## src/rtl/nv_pg_seq.sv

```systemverilog
// Power-gate sequencer: staggers the partition sleep-enable chain on/off one
// segment at a time and controls the isolation clamp and the level acknowledge.
module nv_pg_seq #(
    parameter int unsigned NUM_SEG   = 4,
    parameter int unsigned STAGGER_W = 8
) (
    input  logic                 nvdla_core_clk,
    input  logic                 nvdla_core_rstn,
    input  logic                 pwr_on_req,
    input  logic [STAGGER_W-1:0] pwr_stagger,
    output logic [NUM_SEG-1:0]   pwr_seg_en,
    output logic                 pwr_iso_en,
    output logic                 pwr_on_ack,
    output logic                 pwr_busy
);

    localparam int unsigned        IDX_W    = (NUM_SEG > 1) ? $clog2(NUM_SEG) : 1;
    localparam logic [IDX_W-1:0]   LAST_IDX = IDX_W'(NUM_SEG - 1);
    localparam logic [NUM_SEG-1:0] SEG_ONE  = NUM_SEG'(1);

    typedef enum logic [1:0] {
        ST_OFF,
        ST_PWRUP,
        ST_ON,
        ST_PWRDN
    } state_t;

    state_t               state;
    logic [STAGGER_W-1:0] cnt;
    logic [STAGGER_W-1:0] s_lat;
    logic [IDX_W-1:0]     idx;

    // Sequencer; stagger is latched when a sequence starts so mid-sequence
    // changes of pwr_stagger or pwr_on_req cannot disturb it.
    always_ff @(posedge nvdla_core_clk or negedge nvdla_core_rstn) begin
        if (!nvdla_core_rstn) begin
            state      <= ST_OFF;
            cnt        <= '0;
            s_lat      <= '0;
            idx        <= '0;
            pwr_seg_en <= '0;
            pwr_iso_en <= 1'b1;
            pwr_on_ack <= 1'b0;
            pwr_busy   <= 1'b0;
        end else begin
            case (state)
                ST_OFF: begin
                    if (pwr_on_req) begin
                        state      <= ST_PWRUP;
                        s_lat      <= pwr_stagger;
                        cnt        <= pwr_stagger;
                        idx        <= '0;
                        pwr_seg_en <= pwr_seg_en | SEG_ONE;
                        pwr_busy   <= 1'b1;
                    end
                end
                ST_PWRUP: begin
                    if (cnt != '0) begin
                        cnt <= cnt - STAGGER_W'(1);
                    end else if (idx < LAST_IDX) begin
                        idx        <= idx + IDX_W'(1);
                        pwr_seg_en <= pwr_seg_en | (SEG_ONE << (idx + IDX_W'(1)));
                        cnt        <= s_lat;
                    end else begin
                        // Last segment has settled for s_lat+1 cycles: unclamp.
                        state      <= ST_ON;
                        pwr_iso_en <= 1'b0;
                        pwr_on_ack <= 1'b1;
                        pwr_busy   <= 1'b0;
                    end
                end
                ST_ON: begin
                    if (!pwr_on_req) begin
                        state      <= ST_PWRDN;
                        pwr_iso_en <= 1'b1;
                        pwr_on_ack <= 1'b0;
                        pwr_busy   <= 1'b1;
                        s_lat      <= pwr_stagger;
                        cnt        <= pwr_stagger;
                        idx        <= LAST_IDX;
                    end
                end
                ST_PWRDN: begin
                    if (cnt != '0) begin
                        cnt <= cnt - STAGGER_W'(1);
                    end else begin
                        pwr_seg_en <= pwr_seg_en & ~(SEG_ONE << idx);
                        if (idx == '0) begin
                            state    <= ST_OFF;
                            pwr_busy <= 1'b0;
                        end else begin
                            idx <= idx - IDX_W'(1);
                            cnt <= s_lat;
                        end
                    end
                end
                default: state <= ST_OFF;
            endcase
        end
    end

endmodule
```

## config.mk

```make
export PLATFORM = sky130hd
export DESIGN_NAME = nv_pg_seq
export DESIGN_NICKNAME = d
export VERILOG_FILES = /design/src/rtl/nv_pg_seq.sv
export SDC_FILE = /design/constraint.sdc
export NUM_CORES = 1
export LEC_CHECK = 0
export CAP_MARGIN = 20
export CORE_UTILIZATION = 45
export CTS_CLUSTER_SIZE = 30
export DETAILED_ROUTE_END_ITERATION = 16
export GPL_ROUTABILITY_DRIVEN = 0
export PLACE_DENSITY = 0.64
export SYNTH_ARGS = -nofsm -noshare
export SYNTH_HDL_FRONTEND = slang
export SYNTH_SLANG_ARGS = --single-unit
export TNS_END_PERCENT = 20
```

## constraint.sdc

```tcl
create_clock -name nvdla_core_clk -period 4.1 [get_ports nvdla_core_clk]
set_input_delay 1.025 -clock nvdla_core_clk [delete_from_list [all_inputs] [get_ports nvdla_core_clk]]
set_output_delay 1.025 -clock nvdla_core_clk [all_outputs]
set_load 0.02 [all_outputs]
```

==> impl_metrics.csv <==
group,metric,value,unit
cells_and_area,nNetsFinal,210,
timing,worstMarginPinSlew,0.925,ns
cells_and_area,finalNonFillerCells,236,
route,drt-pass1-iter-count,4,
floorplan,initial_core_util,46.7,%
global_routing,met3_usage,4.17,%
synthesis,ys_warn_count,0,
critical_path,critical_path.max_stage_delay,0.72,ns
power_and_ir_drop,ir_drop,0.467,mV
global_routing,top_usage_layer,"met2",
global_routing,use_met1,26.7,%
power_and_ir_drop,power_density,807,nW/um^2
placed_design,port-buffer-count,17,
cells_and_area,seq_area,677,sq um
critical_path,critPathKind,"in2reg",
cells_and_area,multi_input_area,946,sq um
timing,maxSlewHeadroom,38.4,%
global_routing,met2_usage,38.0,%
floorplan,core-area,3660,sq um
global_routing,grt_pass1_vias,1373,
cells_and_area,n_antenna_cell,0,
timing,hold_viol_final,0,
timing,timing.fmax,373,MHz
synthesis,ys_types,45,
global_routing,grt_first_pass_wirelength,6690,um
timing,skew,0.00178,ns
critical_path,arrival,2.84,ns
hold_path,hp-class,"reg2reg",
cts,htreeDepth,1,
cts,cts_resized,0,
run_status,outcome,"finished clean",
route,drt_iter0_markers,83,
power_and_ir_drop,power,1570,uW
route,drt_wl_total,3910,um
cts,path_clk_slew,0.09,ns
synthesis,avgSynthCellArea,9.87,sq um
cts,cts_buffer_depth,2,
synthesis,seq_area_frac_synth,39.6,%
cts,clkSinkCount,27,
timing,finalSetupTns,0,ns
cells_and_area,drive_above_1_share,13.8,%
synthesis,synth_ff_type,"dfrtp_1",
route,num_vias,1381,
cells_and_area,fillers,345,
timing,hold_ws,0.523,ns
timing,rsz0062_at_grt,"false",
floorplan,die_h,63.6,um
global_routing,grt_max_degree,28,
synthesis,async_flop_share,100,%
synthesis,synth-seq-cells,27,
route,ant_nets,0,
critical_path,critical_path.endpoint_type,"flop",
timing,period_share,65.3,%
cts,cts_setup_buffers,0,
route,avgRoutedWirePerCell,16.6,um
power_and_ir_drop,power_leakage,0.000802,uW
critical_path,crit_fanout,8,
synthesis,synth_area,1710,sq um
floorplan,ios,18,
placed_design,dp.cells,232,
route,drt-vias-per-instance,5.85,
floorplan,num_rows,22,
placed_design,hpwl,2860,um
cts,clk_latency,0.27,ns
synthesis,synth_edf_count,0,
critical_path,startpoint_type,"input port",
job,drv_cap,0,
cts,cts_tree,"built",
critical_path,cp.required,4.26,ns
route,drc_errors,0,
cells_and_area,syn2layout_area_growth,14.0,%
timing,finalSetupViolCount,0,
floorplan,die_w,63.6,um
floorplan,fp.dieArea,4050,sq um
critical_path,cp_cell_sequence,"clkdlybuf4s50_1 -> nand2_1 -> o22ai_1 -> mux2_2",
global_routing,grtUsageTotal,21.6,%
timing,finalMaxSlewViolations,0,
synthesis,synth_cells,173,
global_routing,antenna_found_initial,0,
synthesis,syn_nets,194,
global_routing,grt-ovfl-total,0,
cts,cts_hold_buf,0,
cells_and_area,final_util,53.2,%
cts,cts_buffers,3,
cts,cts_root_buffer,"clkbuf_8",
timing,min_period,2.68,ns
critical_path,slowest_stage,"o22ai_1",
==> worst paths after layout <==
| kind | from | to | slack, ns | cells past startpoint |
|---|---|---|---|---|
| max in group asynchronous | nvdla_core_rstn | pwr_iso_en | 2.68 | 2 |
| min in group asynchronous | nvdla_core_rstn | s_lat[5] | 1.12 | 2 |
| max | pwr_on_req | s_lat[2] | 1.42 | 4 |
| min reg2reg | pwr_seg_en[0] | pwr_seg_en[0] | 0.52 | 1 |
| min | pwr_seg_en[0] | pwr_seg_en[0] | 0.52 | 1 |
| max reg2reg | cnt[0] | state[1] | 1.69 | 6 |
==> through the flow <==
stage	instance area [sq um]	setup WS [ns]
after global routing	1950	1.34
after CTS	1950	1.44
final	1950	1.42
after global placement	1900	1.20
after floorplan	1710	1.94
after detailed placement	1900	1.15
==> synthesized netlist by cell type, types with 2 or more instances <==
| library cell | count | area share [%] |
|---|---|---|
| clkbuf_1 | 3 | 0.66 |
| nand3_1 | 3 | 0.88 |
| xnor2_1 | 2 | 1.0 |
| o211ai_1 | 3 | 1.3 |
| o21ai_0 | 12 | 3.5 |
| nor2_1 | 16 | 3.5 |
| ha_1 | 10 | 7.3 |
| o31ai_1 | 6 | 2.6 |
| nor3b_1 | 3 | 1.3 |
| a21oi_1 | 6 | 1.8 |
| mux2_2 | 11 | 7.3 |
| buf_6 | 2 | 1.3 |
| a31oi_1 | 9 | 3.3 |
| nand2_1 | 8 | 1.8 |
| buf_2 | 2 | 0.59 |
| nor3_1 | 4 | 1.2 |
| a211oi_1 | 2 | 0.88 |
| nand2b_1 | 3 | 1.1 |
| a211o_1 | 2 | 1.0 |
| mux2i_1 | 6 | 3.5 |
| inv_1 | 11 | 2.4 |
| dfrtp_1 | 26 | 38 |
==> area by class of cell <==
class | instances | share of cell area [%]
Sequential cell | 27 | 34.8
Multi-Input combinational cell | 128 | 48.6
Clock buffer | 4 | 2.31
Tap cell | 48 | 3.08
Timing Repair Buffer | 18 | 9.13
Inverter | 11 | 2.12
==> registers in the layout, summed over array words and instances, names as in the netlist <==
| register | count |
|---|---|
| cnt | 8 |
| s_lat | 8 |
| pwr_seg_en | 4 |
| idx | 2 |
| state | 2 |
| pwr_busy | 1 |
| pwr_iso_en | 1 |
| pwr_on_ack | 1 |
==> worst max-delay path: cells and delay by family <==
family	cells	cell delay, ns
compound gates	1	0.72
buf+inv	1	0.58
mux	1	0.42
simple gates	1	0.08
==> power breakdown <==
part	leakage, uW	internal (uW)	total, uW	switching, uW
sequential	0.000302	396	522	125
combinational	0.000478	408	894	487
clock	0.0000228	69.8	156	86.2
total	0.000802	874	1570	698
==> metal layers <==
metal / up-vias / wire, um
met1: 681 / 1760
met4: 0 / 24
met3: 2 / 146
li1: 668 / -
met2: 30 / 1980
met5: - / 0
==> cells by family (layout without fill, tap and decap cells) <==
logic type / after synthesis / in the layout / synth area share (%)
compound gates: 54 / 54 / 23.1
simple gates: 45 / 45 / 13.2
flops: 27 / 27 / 39.6
buf+inv: 18 / 33 / 4.98
mux: 17 / 17 / 10.8
fa+ha+maj: 10 / 10 / 7.33
xor+xnor: 2 / 2 / 1.03
==> cells in the final DEF (no fill, tap or decap), drive strengths merged, types with 4 or more instances in the layout <==
cell type	netlist	routed
dfrtp	26	26
clkdlybuf4s50	0	17
nor2	16	16
o21ai	13	13
inv	11	11
mux2	11	11
ha	10	10
a31oi	9	9
nand2	8	8
mux2i	6	6
o31ai	6	6
a21oi	6	6
nor3	4	4
clkbuf	3	4
No activity file was read; power rests on OpenSTA's default activity.
